--- src/rtl/wb_arb_pkg.sv ---
// rtl/wb_arb_pkg.sv - shared state encoding and default sizing for the two-master Wishbone arbiter
package wb_arb_pkg;

  typedef enum logic [1:0] {
    IDLE = 2'd0,
    GNT0 = 2'd1,
    GNT1 = 2'd2
  } arb_state_t;

  localparam int DEF_DATA_WIDTH = 32;
  localparam int DEF_ADR_WIDTH  = 32;
  localparam int DEF_TIMEOUT    = 255;

endpackage

--- src/rtl/wb_arb_timeout.sv ---
// rtl/wb_arb_timeout.sv - slave no-response watchdog: counts unanswered strobe cycles, pulses at the limit
module wb_arb_timeout
  import wb_arb_pkg::*;
#(
  parameter int timeout = DEF_TIMEOUT
) (
  input  logic clk,
  input  logic rst_n,
  input  logic stb,
  input  logic resp,
  input  logic clr,
  output logic pulse
);

  generate
    if (timeout == 0) begin : g_off
      logic unused_inputs;
      assign unused_inputs = ^{clk, rst_n, stb, resp, clr};
      assign pulse = 1'b0;
    end else begin : g_on
      localparam int CW = $clog2(timeout + 1);
      logic [CW-1:0] cnt;

      // A response arriving in the limit cycle suppresses the pulse.
      assign pulse = stb && !resp && (cnt == CW'(timeout));

      always_ff @(posedge clk or negedge rst_n) begin
        if (!rst_n) begin
          cnt <= '0;
        end else if (!stb || resp || clr || pulse) begin
          cnt <= '0;
        end else begin
          cnt <= cnt + 1'b1;
        end
      end
    end
  endgenerate

endmodule

--- src/rtl/wb_arbiter2.sv ---
// rtl/wb_arbiter2.sv - two-master Wishbone arbiter with alternating tie-break and slave timeout
module wb_arbiter2
  import wb_arb_pkg::*;
#(
  parameter int data_width = DEF_DATA_WIDTH,
  parameter int adr_width  = DEF_ADR_WIDTH,
  parameter int timeout    = DEF_TIMEOUT
) (
  input  logic                    clk_i,
  input  logic                    rst_i,
  input  logic [adr_width-1:0]    m0_adr_i,
  input  logic [data_width-1:0]   m0_dat_i,
  output logic [data_width-1:0]   m0_dat_o,
  input  logic [data_width/8-1:0] m0_sel_i,
  input  logic                    m0_we_i,
  input  logic                    m0_cyc_i,
  input  logic                    m0_stb_i,
  output logic                    m0_ack_o,
  output logic                    m0_err_o,
  input  logic [adr_width-1:0]    m1_adr_i,
  input  logic [data_width-1:0]   m1_dat_i,
  output logic [data_width-1:0]   m1_dat_o,
  input  logic [data_width/8-1:0] m1_sel_i,
  input  logic                    m1_we_i,
  input  logic                    m1_cyc_i,
  input  logic                    m1_stb_i,
  output logic                    m1_ack_o,
  output logic                    m1_err_o,
  output logic [adr_width-1:0]    s_adr_o,
  output logic [data_width-1:0]   s_dat_o,
  output logic [data_width/8-1:0] s_sel_o,
  output logic                    s_we_o,
  output logic                    s_cyc_o,
  output logic                    s_stb_o,
  input  logic [data_width-1:0]   s_dat_i,
  input  logic                    s_ack_i,
  input  logic                    s_err_i,
  output logic [1:0]              gnt_o
);

  arb_state_t state, state_next;
  logic       last_m1, last_m1_next;  // 1: m1 was served last, so m0 wins a tie
  logic       g0, g1, raw_stb, to_pulse;

  always_ff @(posedge clk_i or negedge rst_i) begin
    if (!rst_i) begin
      state   <= IDLE;
      last_m1 <= 1'b1;
    end else begin
      state   <= state_next;
      last_m1 <= last_m1_next;
    end
  end

  always_comb begin
    state_next   = state;
    last_m1_next = last_m1;
    case (state)
      IDLE: begin
        if (m0_cyc_i && m1_cyc_i) state_next = last_m1 ? GNT0 : GNT1;
        else if (m0_cyc_i)        state_next = GNT0;
        else if (m1_cyc_i)        state_next = GNT1;
      end
      GNT0: begin
        if (!m0_cyc_i) begin
          last_m1_next = 1'b0;
          state_next   = m1_cyc_i ? GNT1 : IDLE;
        end
      end
      GNT1: begin
        if (!m1_cyc_i) begin
          last_m1_next = 1'b1;
          state_next   = m0_cyc_i ? GNT0 : IDLE;
        end
      end
      default: state_next = IDLE;
    endcase
  end

  assign g0    = (state == GNT0);
  assign g1    = (state == GNT1);
  assign gnt_o = {g1, g0};

  always_comb begin
    s_adr_o = '0;
    s_dat_o = '0;
    s_sel_o = '0;
    s_we_o  = 1'b0;
    s_cyc_o = 1'b0;
    raw_stb = 1'b0;
    if (g0) begin
      s_adr_o = m0_adr_i;
      s_dat_o = m0_dat_i;
      s_sel_o = m0_sel_i;
      s_we_o  = m0_we_i;
      s_cyc_o = m0_cyc_i;
      raw_stb = m0_stb_i;
    end else if (g1) begin
      s_adr_o = m1_adr_i;
      s_dat_o = m1_dat_i;
      s_sel_o = m1_sel_i;
      s_we_o  = m1_we_i;
      s_cyc_o = m1_cyc_i;
      raw_stb = m1_stb_i;
    end
  end

  wb_arb_timeout #(.timeout(timeout)) u_timeout (
    .clk   (clk_i),
    .rst_n (rst_i),
    .stb   (raw_stb),
    .resp  (s_ack_i | s_err_i),
    .clr   (state_next != state),
    .pulse (to_pulse)
  );

  assign s_stb_o  = raw_stb & ~to_pulse;
  assign m0_dat_o = s_dat_i;
  assign m1_dat_o = s_dat_i;
  assign m0_ack_o = g0 & s_ack_i;
  assign m1_ack_o = g1 & s_ack_i;
  assign m0_err_o = g0 & (s_err_i | to_pulse);
  assign m1_err_o = g1 & (s_err_i | to_pulse);

endmodule
--- config.mk ---
export PLATFORM = sky130hd
export DESIGN_NAME = wb_arbiter2
export DESIGN_NICKNAME = d
export VERILOG_FILES = /design/src/rtl/wb_arb_pkg.sv /design/src/rtl/wb_arb_timeout.sv /design/src/rtl/wb_arbiter2.sv
export SDC_FILE = /design/constraint.sdc
export NUM_CORES = 1
export LEC_CHECK = 0
export BUFFER_PORTS_ARGS = -buffer_cell sky130_fd_sc_hd__buf_2
export CAP_MARGIN = 15
export CORE_AREA = 10 10 116 118
export CTS_BUF_LIST = sky130_fd_sc_hd__clkbuf_8
export DETAILED_ROUTE_END_ITERATION = 8
export DIE_AREA = 0 0 126 128
export GPL_TIMING_DRIVEN = 1
export SETUP_SLACK_MARGIN = 0.5
export SKIP_CTS_REPAIR_TIMING = 1
export SYNTH_ARGS = -nofsm -noshare
export SYNTH_HDL_FRONTEND = slang
export SYNTH_HIERARCHICAL = 1
export SYNTH_SLANG_ARGS = --single-unit
--- constraint.sdc ---
create_clock -name clk_i -period 2.4 [get_ports clk_i]
set_clock_uncertainty 0.15 [all_clocks]
set_input_delay 0.12 -clock clk_i [delete_from_list [all_inputs] [get_ports clk_i]]
set_output_delay 0.12 -clock clk_i [all_outputs]
set_load 0.02 [all_outputs]
# Word-level counts from Yosys, hierarchy flattened
# Index checks and enable logic that the tools add are counted.
[totals]
register_bits = 11
in_bits = 178
out_inout_bits = 141
elab_cells = 54
[classes]
n_addsub = 1
n_eq_ne = 6
n_mux = 25
bitwise = 8
n_reduce_logical = 11
[op_table]
columns = ["operator", "count"]
rows = [
  ["$mux W32", 4],
  ["$mux W2", 7],
  ["$mux W1", 9],
  ["$add A8 B1 Y8 const B", 1],
  ["$eq A8 B8 Y1 const B", 1],
  ["$mux W4", 2],
  ["$mux W8", 1],
  ["$pmux W2 S3", 1],
  ["$and A1 B1 Y1", 5],
  ["$ne A2 B2 Y1 const B", 2],
  ["$logic_and A1 B1 Y1", 3],
  ["$logic_or A1 B1 Y1", 3],
  ["$reduce_and A3 Y1", 1],
  ["$eq A2 B1 Y1 const B", 1],
  ["$eq A2 B2 Y1 const B", 1],
  ["$logic_not A1 Y1", 2],
  ["$logic_not A2 Y1", 1],
  ["$ne A2 B2 Y1", 1],
  ["$or A1 B1 Y1", 2],
  ["$pmux W1 S2", 1],
  ["$reduce_bool A2 Y1", 1],
  ["$not A1 Y1", 1],
]

# Longest topological paths before layout
[logic_depth]
ltp_word = 8
depth_mapped = 7
depth_no_buf = 6

# Hierarchy
# Netlist, hierarchy kept.
[modules_own_cells]
columns = ["module", "n_inst", "cells_each", "area_each_um2", "seq_area_each_um2"]
rows = [
  ["wb_arbiter2", 1, 178, 1556.5, 76.3],
  ["wb_arb_timeout", 1, 41, 410.4, 200.2],
]

# Worst setup path after synthesis
# Ideal clock, no wire load.
[synth_path]
kind = "reg-to-output"
from = "reg state[1]"
to = "out m0_err_o"
arrival_time_ns = 1.497
required_ns = 2.130
setup_slack_ns = 0.633
path_stages_with_launch = 6
n_path_buf = 0
cell_sequence = "dfrtp_1 > nor2b_4 > a22o_1 > nand2b_2 > nor4_1 > o21a_1"
[synth_via]
elab_chain_cells = 7
elab_cells_between_ends = 8
classes_between = "eq/ne (2); mux (2); bitwise (2); reduce/logical (2)"
[synth_lines]
columns = ["item", "line", "source"]
rows = [
  ["start, declared", "wb_arbiter2.sv:41", "arb_state_t state, state_next;"],
  ["start signal, assigned", "wb_arbiter2.sv:50", "state <= state_next;"],
  ["$eq A2 B2 Y1", "wb_arbiter2.sv:81", "assign g1 = (state == GNT1);"],
  ["$mux W1", "wb_arbiter2.sv:98", "end else if (g1) begin"],
  ["$mux W1 *", "wb_arbiter2.sv:91", "if (g0) begin"],
  ["named net raw_stb", "wb_arbiter2.sv:43", "logic g0, g1, raw_stb, to_pulse;"],
  ["$logic_and A1 B1 Y1 * (2 in series)", "wb_arb_timeout.sv:25", "assign pulse = stb && !resp && (cnt == CW'(timeout));"],
  ["named net to_pulse", "wb_arbiter2.sv:43", ""],
  ["$or A1 B1 Y1 *", "wb_arbiter2.sv:122", "assign m0_err_o = g0 & (s_err_i | to_pulse);"],
  ["$and A1 B1 Y1 *", "wb_arbiter2.sv:122", ""],
  ["end, declared", "wb_arbiter2.sv:19", "output logic m0_err_o,"],
]
# The timed path passes the listed nets; every way through them passes the cells marked *.

# Final worst setup path
[layout_path]
from = "reg state[0]"
to = "out m0_err_o"
# The elaborated chain is that of the path after synthesis.

==> summary.md <==
| Metric | Value |
|---|---|
| Run status | finished, final reports clean |
| Maximum buffer depth of the clock tree | 2 |
| Fraction of final layout cells sized beyond drive strength 1 | between 60 and 70% |
| Arrival @ worst endpoint | 1.73 ns |
| Initial drt markers | about 170 |
| Total iterations of the first detailed-routing run | 4 |
| Clock sink total | 11 |
| Number of stages on the worst hold path | 3 |
| Core area | between 10000 and 15000 µm² |
| Yosys warning total | 6 |
| Number of cell rows | 39 |
| Worst min path class | input pin to flip-flop |
| Antenna violations before repair | 1 |
| Cell variety after synth | 38 |
| Htree depth | 1 |
| Worst Path Max Fanout | 7 |
| Highest achievable clock rate | between 500 and 600 MHz |
| CTS Root Buffer Type | sky130_fd_sc_hd__clkbuf_8 |
| Via total after detailed routing | 2310 |
| Post-synthesis average cell area | approximately 9 µm² |
| Die Y-Extent | 128 µm |
| Static leakage | 1.56 nW |
| Cell with the biggest individual delay on the critical path | sky130_fd_sc_hd__dfrtp_2 |
| Number of nets in the synthesized netlist | just under 400 |
| RSZ-0062 raised after global routing | true |
| Final antenna-violating net count | 0 |
| Number of CTS-inserted buffers | 3 |
| Peak supply drop | around 0.25 mV |
| Final Hold Violating Endpoints | 0 |
| Area share of the largest cell type after synthesis | a little under a third |
| Share of the yosys chip area belonging to registers | ~14% |
| Initial core utilization | approximately 18% |
| Final cell utilization of the core | 24.4% |
| Worst max-slew margin expressed relative to the limit | between 70 and 80% |
| Post-Route Setup TNS | 0 ns |
| Reg-to-reg endpoint | u_timeout/g_on.cnt[3] |
| Final worst hold slack | roughly 0.0021 ns |
| Floorplan die area | around 16000 µm² |
| Wire per inst | between 20 and 25 µm |
| Data required time of the worst path | about 2.1 ns |
| Final critical-path share of the clock period | between 80% and 90% |
| Worst reg-to-reg path cell count | 7 |
| Via count of the first global-routing pass | ~2200 |
| Cell area after synthesis | 1970 µm² |
| Async set-reset flop share out of synthesis | 100% |
| Largest net degree at the start of global routing | 74 |
| Net count reported at finish | between 500 and 600 |
| TritonCTS clock tree | done |
| Routability Congestion | around 0.85 |
| Count of state elements after synthesis | 11 |
| Critical path startpoint category | flip-flop |
| Setup violations, final | 0 |
| Post-synthesis instance total | 219 |
| Cell-by-cell listing of the critical path | nor2b_4 -> a22o_4 -> nand2b_4 -> nor4_4 -> o21a_1 -> buf_4 |
| Number of slew-limit violations in the final report | 0 |
| Buffers on Ports | approximately 220 |
| Clock Pin Slew Worst Setup and Hold Paths | about 0.050 ns |
| Measured slew at the worst slew-check pin | around 0.34 ns |
| Power Density | approximately 560 nW/µm² |
| Total wire length after detailed routing | 11200 µm |
| Count of fill cells added during filler insertion | around 1300 |
| Final worst-path setup slack | 0.404 ns |
| Critical register-to-register path startpoint | state[0] |
| Clock latency on the worst-skew pair | between 0.2 and 0.25 ns |
| Mean number of vias per cell | between 4 and 5 |
| Synth-to-Final Area Change | 39.4% |
| Worst reg-to-reg setup slack | 0.53 ns |
| Critical hold path startpoint | m1_cyc_i |
| Setup crit end kind | primary output |
| Total congestion overflow after global routing | 0 |
| Top FF cell, synth | sky130_fd_sc_hd__dfrtp_1 |
| Crit-path max cell delay | ~0.43 ns |
| Total global routing track utilization | between 10% and 20% |
| Number of enable-type register cells in the synthesized netlist | 0 |
| First-pass GRT wire length | 15000 µm |
| Number of maximum-capacitance violations | 0 |
| Width of the chip | between 100 and 150 µm |
| Post-detailed-route DRC marker count | 0 |
| Area contributors post-synth | sky130_fd_sc_hd__a22o_1 (31%), sky130_fd_sc_hd__buf_4 (25%), sky130_fd_sc_hd__dfrtp_1 (13%) |
| Final total power | around 0.0015 W |
| Worst Hold End | state[1] |
| Min Clock Period, post-route | roughly 2.0 ns |
| Worst slack, placed | 0.359 ns |
| Largest area contributor in the synthesized netlist | sky130_fd_sc_hd__a22o_1 |
| Number of top-level pins | approximately 320 |
| Antenna Diode Count | 0 |
| Half-perimeter wire length after placement | between 9000 and 10000 µm |
| Critical Setup Path Class | flip-flop to primary output |
-- stage by stage --
stage          cell area (µm²)  std cells
3_3_place_gp              2580        505
4_1_cts                   2620        509
3_5_place_dp              2580        505
5_1_grt                   2740        513
2_1_floorplan             1970        219
6_report                  2740        513
-- metal layers --
layer | track usage [%] | vias to the layer above | part of all wire [%]
met3 | 5.00 | 6 | 12
met5 | 0 | - | 0.12
met4 | 1.14 | 2 | 0.36
li1 | - | 1055 | -
met1 | 12.3 | 1065 | 34
met2 | 21.9 | 182 | 54
-- synthesized netlist by cell type, types with 2 or more instances --
cell type	count
sky130_fd_sc_hd__buf_8	6
sky130_fd_sc_hd__o21a_1	2
sky130_fd_sc_hd__buf_6	8
sky130_fd_sc_hd__buf_12	2
sky130_fd_sc_hd__buf_4	66
sky130_fd_sc_hd__o21ai_0	3
sky130_fd_sc_hd__nor2b_4	2
sky130_fd_sc_hd__dfrtp_1	10
sky130_fd_sc_hd__nor2_1	7
sky130_fd_sc_hd__a21oi_1	2
sky130_fd_sc_hd__or3_1	3
sky130_fd_sc_hd__nand3_1	2
sky130_fd_sc_hd__inv_1	2
sky130_fd_sc_hd__nand2_1	7
sky130_fd_sc_hd__a22o_1	70
sky130_fd_sc_hd__xor2_1	2
sky130_fd_sc_hd__and2_1	3
sky130_fd_sc_hd__a31oi_1	2
-- logic make-up (layout without fill, tap and decap cells) --
family	after synthesis	count (layout)	synth area share, %
flops	11	11	14.1
compound gates	84	84	36.3
simple gates	36	36	10.9
buf+inv	84	235	36.8
xor+xnor	3	3	1.34
fa+ha+maj	1	1	0.636
-- critical path: cells and delay by family, from the launching register on --
| kind | cells | cell delay (ns) |
|---|---|---|
| buffers and inverters | 1 | 0.13 |
| AND/OR/NAND/NOR | 3 | 0.61 |
| AO/OA/AOI/OAI | 2 | 0.32 |
| flip-flops | 1 | 0.43 |
-- worst max path at each step --
stage | start | endpoint | slack, ns
global placement | state[0] | m0_err_o | 0.45
CTS | state[0] | m1_err_o | 0.09
finish | state[0] | m0_err_o | 0.40
detailed placement | state[0] | m0_err_o | 0.36
floorplan | state[1] | m0_err_o | 0.63
global route | state[0] | m1_err_o | 0.31
-- sequential cells by signal (all words and copies together), names as in the netlist --
register	count
state	2
u_timeout/g_on.cnt	8
last_m1	1
-- final cells by class --
cell class | instances | area [µm²] | area share [%]
well taps | 143 | 179 | 6.53
flip-flops and latches | 11 | 279 | 10.2
multi-input cells | 124 | 996 | 36.3
inverters | 2 | 7.51 | 0.274
clock inverters | 1 | 3.75 | 0.137
repair buffers | 229 | 1230 | 45.0
clock buffers | 3 | 41.3 | 1.51
-- layout by cell type, fill, tap and decap left out, types with 2 or more instances in the layout --
master and count:
sky130_fd_sc_hd__buf_2 219, sky130_fd_sc_hd__a22o_1 69, sky130_fd_sc_hd__dfrtp_1 8, sky130_fd_sc_hd__nor2_1 7, sky130_fd_sc_hd__nand2_1 7, sky130_fd_sc_hd__and2_1 3
sky130_fd_sc_hd__inv_1 3, sky130_fd_sc_hd__o21ai_0 3, sky130_fd_sc_hd__clkbuf_8 3, sky130_fd_sc_hd__buf_4 3, sky130_fd_sc_hd__or3_1 3, sky130_fd_sc_hd__nor2b_4 2
sky130_fd_sc_hd__o21a_1 2, sky130_fd_sc_hd__a21oi_1 2, sky130_fd_sc_hd__dfrtp_2 2, sky130_fd_sc_hd__nand3_1 2, sky130_fd_sc_hd__a31oi_1 2, sky130_fd_sc_hd__xor2_1 2
-- power breakdown --
group	internal, W	total [W]	switching (W)	leakage [nW]
Clock	0.000112	0.000182	0.0000701	0.0269
Combinational	0.000461	0.00113	0.000668	1.38
Sequential	0.000202	0.000220	0.0000181	0.145
Power figures use the tool's default switching activity.
